File: src/rtl/bus_pkg.sv
// Shared types and constants for the memory-mapped bus arbiter and its decoder.
package bus_pkg;

  typedef enum logic [1:0] {
    IDLE   = 2'd0,
    ACCESS = 2'd1,
    RESP   = 2'd2
  } bus_state_t;

  // Decoder device ids; each maps to one bit of dev_en.
  localparam logic [2:0] DID_RAM  = 3'd0;
  localparam logic [2:0] DID_ROM  = 3'd1;
  localparam logic [2:0] DID_MAT  = 3'd2;
  localparam logic [2:0] DID_INT  = 3'd3;
  localparam logic [2:0] DID_REG  = 3'd4;
  localparam logic [2:0] DID_EXEC = 3'd5;
  localparam logic [2:0] DID_SPI  = 3'd6;

  localparam int NDEV_DEFAULT = 7;
  localparam int BUS_W        = 16;

  // Index width for a vector of n requesters; never zero.
  function automatic int idx_w(input int n);
    return (n > 1) ? $clog2(n) : 1;
  endfunction

endpackage

File: src/rtl/rr_arbiter.sv
// Combinational round-robin picker: the first requester after 'last', wrapping around.
module rr_arbiter
  import bus_pkg::*;
#(
  parameter int NREQ = 2,
  parameter int IDXW = idx_w(NREQ)
) (
  input  logic [NREQ-1:0] req,
  input  logic [IDXW-1:0] last,
  output logic [NREQ-1:0] gnt,
  output logic [IDXW-1:0] idx
);

  logic [IDXW-1:0] cand;
  logic            found;

  // Walk NREQ candidates starting just after 'last'; 'last' itself is checked last.
  always_comb begin
    gnt   = '0;
    idx   = '0;
    found = 1'b0;
    cand  = last;
    for (int i = 0; i < NREQ; i++) begin
      cand = (cand == IDXW'(NREQ - 1)) ? '0 : cand + 1'b1;
      if (!found && req[cand]) begin
        found     = 1'b1;
        gnt[cand] = 1'b1;
        idx       = cand;
      end
    end
  end

endmodule

File: src/rtl/bus_arbiter.sv
// Round-robin owner of the shared 16-bit bus: sequences one access per grant, gates the
// external decoder into device enables, and returns a registered, time-bounded response.
module bus_arbiter
  import bus_pkg::*;
#(
  parameter int NREQ    = 2,
  parameter int TIMEOUT = 15,
  parameter int NDEV    = NDEV_DEFAULT
) (
  input  logic                  clk,
  input  logic                  rst_n,
  input  logic [NREQ-1:0]       req,
  input  logic [NREQ-1:0]       req_wr,
  input  logic [NREQ*BUS_W-1:0] req_addr,
  input  logic [NREQ*BUS_W-1:0] req_wdata,
  output logic [NREQ-1:0]       gnt,
  output logic [NREQ-1:0]       ack,
  output logic                  rsp_err,
  output logic [BUS_W-1:0]      rsp_rdata,
  output logic                  bus_rd,
  output logic                  bus_wr,
  output logic [BUS_W-1:0]      bus_addr,
  output logic [BUS_W-1:0]      bus_wdata,
  input  logic                  dec_hit,
  input  logic [2:0]            dec_did,
  output logic [NDEV-1:0]       dev_en,
  input  logic                  dev_rdy,
  input  logic [BUS_W-1:0]      dev_rdata,
  output logic [1:0]            dbg_state
);

  // Handshake: a requester raises req with its addr/wdata/wr and holds them until sampled in
  // IDLE; gnt then stays high through ACCESS and RESP, and ack pulses for exactly the RESP
  // cycle with rsp_err/rsp_rdata. Dropping req after the grant does not cancel the access.

  localparam int IDXW = idx_w(NREQ);
  localparam int CW   = $clog2(TIMEOUT + 1);

  bus_state_t      state;
  logic [IDXW-1:0] last;
  logic [IDXW-1:0] widx;
  logic [CW-1:0]   wait_cnt;

  logic [NREQ-1:0]  arb_gnt;
  logic [IDXW-1:0]  arb_idx;
  logic [BUS_W-1:0] sel_addr;
  logic [BUS_W-1:0] sel_wdata;
  logic             sel_wr;

  rr_arbiter #(
    .NREQ (NREQ),
    .IDXW (IDXW)
  ) u_rr (
    .req  (req),
    .last (last),
    .gnt  (arb_gnt),
    .idx  (arb_idx)
  );

  always_comb begin
    sel_addr  = '0;
    sel_wdata = '0;
    for (int i = 0; i < NREQ; i++) begin
      if (arb_gnt[i]) begin
        sel_addr  = req_addr[i*BUS_W +: BUS_W];
        sel_wdata = req_wdata[i*BUS_W +: BUS_W];
      end
    end
  end

  assign sel_wr    = req_wr[arb_idx];
  assign dbg_state = state;

  // Enables follow the decoder directly so a device sees its select in the same ACCESS cycle.
  always_comb begin
    dev_en = '0;
    if (state == ACCESS && dec_hit) begin
      for (int d = 0; d < NDEV; d++) begin
        if (dec_did == 3'(d)) dev_en[d] = 1'b1;
      end
    end
  end

  always_ff @(posedge clk or negedge rst_n) begin
    if (!rst_n) begin
      state     <= IDLE;
      last      <= IDXW'(NREQ - 1);
      widx      <= '0;
      wait_cnt  <= '0;
      gnt       <= '0;
      ack       <= '0;
      rsp_err   <= 1'b0;
      rsp_rdata <= '0;
      bus_rd    <= 1'b0;
      bus_wr    <= 1'b0;
      bus_addr  <= '0;
      bus_wdata <= '0;
    end else begin
      case (state)
        IDLE: begin
          ack       <= '0;
          rsp_err   <= 1'b0;
          rsp_rdata <= '0;
          if (|req) begin
            widx      <= arb_idx;
            gnt       <= arb_gnt;
            bus_addr  <= sel_addr;
            bus_wdata <= sel_wdata;
            bus_rd    <= !sel_wr;
            bus_wr    <= sel_wr;
            wait_cnt  <= '0;
            state     <= ACCESS;
          end
        end
        ACCESS: begin
          // Decoder miss wins over dev_rdy; dev_rdy wins over a counter that just expired.
          if (!dec_hit) begin
            ack       <= gnt;
            rsp_err   <= 1'b1;
            rsp_rdata <= '0;
            bus_rd    <= 1'b0;
            bus_wr    <= 1'b0;
            state     <= RESP;
          end else if (dev_rdy) begin
            ack       <= gnt;
            rsp_err   <= 1'b0;
            rsp_rdata <= bus_rd ? dev_rdata : '0;
            bus_rd    <= 1'b0;
            bus_wr    <= 1'b0;
            state     <= RESP;
          end else if (wait_cnt == CW'(TIMEOUT)) begin
            ack       <= gnt;
            rsp_err   <= 1'b1;
            rsp_rdata <= '0;
            bus_rd    <= 1'b0;
            bus_wr    <= 1'b0;
            state     <= RESP;
          end else begin
            wait_cnt <= wait_cnt + 1'b1;
          end
        end
        RESP: begin
          ack       <= '0;
          rsp_err   <= 1'b0;
          rsp_rdata <= '0;
          gnt       <= '0;
          last      <= widx;
          state     <= IDLE;
        end
        default: state <= IDLE;
      endcase
    end
  end

endmodule

File: config.mk
export PLATFORM = sky130hd
export DESIGN_NAME = bus_arbiter
export DESIGN_NICKNAME = d
export VERILOG_FILES = /design/src/rtl/bus_pkg.sv /design/src/rtl/rr_arbiter.sv /design/src/rtl/bus_arbiter.sv
export SDC_FILE = /design/constraint.sdc
export NUM_CORES = 1
export LEC_CHECK = 0
export CAP_MARGIN = 20
export CORE_ASPECT_RATIO = 0.8
export CORE_UTILIZATION = 43
export DETAILED_ROUTE_END_ITERATION = 10
export GPL_ROUTABILITY_DRIVEN = 0
export PLACE_DENSITY_LB_ADDON = 0.12
export SLEW_MARGIN = 20
export SYNTH_ARGS = -nofsm -noshare
export SYNTH_HDL_FRONTEND = slang
export SYNTH_HIERARCHICAL = 1
export SYNTH_SLANG_ARGS = --single-unit
File: constraint.sdc
create_clock -name clk -period 3.35 [get_ports clk]
set_input_delay 0.67 -clock clk [delete_from_list [all_inputs] [get_ports clk]]
set_output_delay 0.67 -clock clk [all_outputs]
set_load 0.02 [all_outputs]
* After elaboration in Yosys (flattened, before gate mapping) *
Index checks and enable logic that the tools add are counted.

cells by class
  order comparisons = 5
  equality and inequality tests = 14
  bitwise operators = 1
  add/sub/neg operators = 3
  reductions and logical operators = 19
  mux-type cells = 61

operators with widths
  operator               count
  $mux W16               8
  $pmux W16 S2           1
  $mux W1                28
  $mux W2                10
  $mux W4                4
  $pmux W2 S2            3
  $eq A3 B3 Y1 const B   3
  $ne A2 B2 Y1 const B   4
  $pmux W4 S2            1
  $reduce_and A2 Y1      4
  $mux W7                1
  $eq A3 B2 Y1 const B   2
  $lt A1 B2 Y1 const B   3
  $pmux W1 S2            3
  $reduce_bool A2 Y1     3
  $reduce_and A5 Y1      1
  $add A4 B1 Y4 const B  1
  $eq A4 B4 Y1 const B   1
  $logic_and A1 B1 Y1    4
  $ne A4 B3 Y1 const B   1
  $reduce_or A2 Y1       2
  $eq A3 B1 Y1 const B   1
  $logic_not A3 Y1       1
  $reduce_and A3 Y1      1
  8 further kinds        12

word-level totals
  input bits = 91
  word-level logic and storage cells = 115
  output and inout bits = 64
  flip-flop bits (word level) = 63

* Logic depth before layout (Yosys ltp) *
  word-level depth = 13
  gate-level depth with buffers = 7
  depth with buffers taken out = 5

* Hierarchy *
The synthesis kept the hierarchy.

modules (own cells, without submodules)
  module       instances  sequential area each (µm²)  area each (µm²)  cells an instance
  bus_arbiter  1          1577.8                      2986.6           299
  rr_arbiter   1          0.0                         26.3             4

* Least setup slack after synthesis *
No wires, ideal clock.

  path kind = register -> output
  from = register state[0], in the netlist dbg_state[0]
  to = output port dev_en[0]
  arrival time = 1.400 ns
  path buffers = 1
  stages on the path, launching flop included = 5
  slack = 1.280 ns
  data required time = 2.680 ns
  path through = dfrtp_1 -> buf_6 -> nor2b_1 -> nand3b_1 -> nor3_1

on the way
  word-level cells in the longest chain between the ends = 3

RTL lines
  what                    line                RTL
  start, declared         bus_arbiter.sv:39   bus_state_t state;
  start signal, assigned  bus_arbiter.sv:86   state <= IDLE;
  start signal, assigned  bus_arbiter.sv:112  state <= ACCESS;
  start signal, assigned  bus_arbiter.sv:123  state <= RESP;
  $eq A2 B1 Y1            bus_arbiter.sv:77   if (state == ACCESS && dec_hit) begin
  $logic_and A1 B1 Y1     bus_arbiter.sv:77
  $mux W7                 bus_arbiter.sv:77
  end, declared           bus_arbiter.sv:26   output logic [NDEV-1:0] dev_en,

Every way passes these cells.

* Worst setup path after layout *
  from = input port dec_hit
  to = output port dev_en[0]

on the way
  word-level cells in the longest chain between the ends = 2

RTL lines
  what                 line               RTL
  start, declared      bus_arbiter.sv:24  input logic dec_hit,
  $logic_and A1 B1 Y1  bus_arbiter.sv:77
  $mux W7              bus_arbiter.sv:77

Every way passes these cells.

==> impl_metrics.py <==
metrics = {
    "pwr": {
        "powerDensity_nw_per_um2": 728,
        "pwr-share-clk_pct": 16.3,
        "p_leak_nw": 1.96,
        "p_seq_share_pct": 34.1,
        "p_int_mw": 2.12,
        "power.total_mw": 3.46,
        "p_switching_mw": 1.33,
        "swShare_pct": 38.6,
        "comb_power_share_pct": 49.6,
        "irDropWorstVdd_v": 0.000354,
    },
    "place": {
        "dp_cells": 523,
        "place_area_um2": 4590,
        "hpwl_mm": 5.78,
        "place_ws_ns": 0.529,
        "port_buffers": 154,
    },
    "floorplan": {
        "pin_count": 155,
        "die_w_um": 95.6,
        "die_height_um": 76.9,
        "die-area_um2": 7350,
        "start_util_pct": 45.8,
        "core_area_um2": 6570,
        "rows": 26,
    },
    "yosys": {
        "synth-seq-cells": 63,
        "yosysTopAreaCell": "dfrtp_1",
        "synthTopCellsByArea": "dfrtp_1 51%, a22oi_1 7.7%, mux2i_1 7.0%",
        "syn_area_per_cell_um2": 9.94,
        "synth-edff-count": 0,
        "postSynthCellCount": 303,
        "synth.distinct_cells": 37,
        "synth_nets": 395,
        "yosysWarningCount": 6,
        "netlist_area_um2": 3010,
        "yosysSeqAreaShare_pct": 52.4,
        "synth_top_area_share_pct": 51.5,
        "synthArstFlopShare_pct": 100,
        "synth_top_flop_cell": "dfrtp_1",
    },
    "layout": {
        "final_area_um2": 4750,
        "diodes": 0,
        "stdcell_count": 537,
        "fin_nets": 542,
        "drive_gt1_share_pct": 7.28,
        "areaGrowthSynthToFinish_pct": 57.7,
        "mostFrequentLayoutCells": "153 x clkdlybuf4s50_1, 62 x dfrtp_1, 41 x nand2_1",
        "final_common_cell": "clkdlybuf4s50_1",
    },
    "timing": {
        "finalClockSkew_ns": 0.00522,
        "rsz0062_at_grt": "false",
        "relSlewSlack_pct": 47.9,
        "finalCriticalPeriod_ns": 2.82,
        "finalMaxSlewViolations": 0,
        "max_freq_mhz": 355,
        "setup_tns_ns": 0,
        "hold_viol": 0,
        "postLayoutSetupSlackWorst_ns": 0.530,
        "fin_crit_sh_pct": 84.2,
        "setup_viol": 0,
        "tightest_slew_ns": 0.781,
    },
    "setup_path": {
        "end_kind": "primary output",
        "worstPathRequired_ns": 2.68,
        "worst_setup_path_start_kind": "input port",
        "cpMostUsedCell": "clkdlybuf4s50_1",
        "critPathBufInv": 2,
        "critPathArrivalTime_ns": 2.15,
        "crit_path_cell_trace": "clkdlybuf4s50_1 > nand3b_1 > nor3_1 > clkdlybuf4s50_1",
        "cp_slowest_cell": "clkdlybuf4s50_1",
        "crit_family": "buffers and inverters",
        "cp_max_fo": 6,
        "max_stage_delay_ns": 0.62,
        "criticalPathCategory": "input port to primary output",
    },
    "grt": {
        "grt_use_total_pct": 23.6,
        "grt_pass1_wl_mm": 13.3,
        "grt_pass1_vias": 2783,
        "antenna_found_initial": 0,
        "grt_start_max_net_pins": 64,
        "grt_overflow_total": 0,
    },
    "cts": {
        "clk-insertion-delay-late_ns": 0.32,
        "cts_tree": "yes",
        "cts.reportedPaths.clkPinSlew_ns": 0.06,
        "post_cts_resized": 0,
        "postCtsSetupBuffers": 0,
        "ctsHoldBuffers": 0,
        "h-tree-depth": 3,
        "numCtsBuffers": 9,
        "cts-root-buf": "clkbuf_8",
        "numClockSinks": 63,
        "cts.path.max_buffers": 2,
    },
    "route": {
        "ant_nets": 0,
        "drtPass1Iterations": 4,
        "post-route-drc-count": 0,
        "routed_wirelength_mm": 8.18,
        "via_per_inst": 5.33,
        "vias": 2864,
        "avgRoutedWirePerCell_um": 15.2,
        "detail_route.iter0.violations": 129,
    },
    "job": {
        "drv_cap": 0,
    },
    "outcome": {
        "status": "completed",
    },
    "worst_hold_path": {
        "hold_class": "flop to flop",
    },
}
## path summary, 6_finish.rpt
path,from,depth (start not counted),to,slack [ns]
setup / recovery,dec_hit,4,dev_en[0],0.53
max in group asynchronous,rst_n,2,bus_wdata[7],2.33
hold reg to reg,bus_addr[2],2,bus_addr[2],0.51
min in group asynchronous,rst_n,2,rsp_rdata[15],0.52
setup reg to reg,dbg_state[0],5,bus_rd,1.50
hold / removal,bus_addr[2],2,bus_addr[2],0.51
## registers in the layout, summed over array words and instances, names as in the netlist, 2 cells and up
name	cells
dbg_state	2
gnt	2
rsp_rdata	16
bus_wdata	16
wait_cnt	4
ack	2
bus_addr	16
## synth_stat cells, types with 2 or more instances
library cell and n:
nor2_1 7, inv_1 4, mux2_4 2, o211ai_1 2, mux2_2 2, dfrtp_1 62
a22oi_1 31, or2_1 2, o21ai_0 38, nor2b_1 2, nand2b_1 4, buf_6 5
nand3_1 4, clkbuf_1 20, nor3_1 2, a21oi_1 2, mux2i_1 21, o21ai_1 33
a21boi_0 2, nand2_1 41
## per-stage QoR
| stage | hold slack, ns | utilization, % |
|---|---|---|
| 2_1_floorplan | 0.374 | - |
| 3_3_place_gp | 0.494 | 69.8 |
| 3_5_place_dp | 0.497 | 69.8 |
| 4_1_cts | 0.517 | 72.3 |
| 5_1_grt | 0.544 | 72.3 |
| 6_report | 0.510 | 72.3 |
## logic make-up after synthesis
logic type      count (synthesis)  share of synthesized area (%)
compound gates                115                           22.9
simple gates                   67                           10.0
xor+xnor                        1                          0.291
buf+inv                        31                           5.27
flops                          63                           52.4
mux                            25                           8.72
fa+ha+maj                       1                          0.415
## power groups by stage
stage	Clock, mW	Sequential, mW	Combinational [mW]
after floorplan	0	1.47	0.683
after global placement	0	1.17	1.71
after detailed placement	0	1.19	1.73
after CTS	0.575	1.18	1.74
after global routing	0.615	1.21	1.86
final	0.564	1.18	1.72
## layout make-up
class / count / area [µm²]
tap: 84 / 105
clock inverter: 1 / 5.00
inverter: 4 / 15.0
multi-input combinational: 209 / 1280
fill: 516 / 1820
sequential: 63 / 1580
timing repair buffer: 163 / 1600
clock buffer: 13 / 159
## tightest hold or removal path, stage by stage, from the launching register on
cell and delay (ns):
dfrtp_1 0.33, o21ai_0 0.07, o21ai_1 0.07
## routing by layer
metal	GRT usage [%]	vias to the layer above	routed length, µm
li1	-	1378	-
met1	30.8	1374	3580
met2	38.0	105	3970
met3	6.05	7	557
met4	7.91	0	74
met5	0	-	0
No activity file was read; power rests on OpenSTA's default activity.
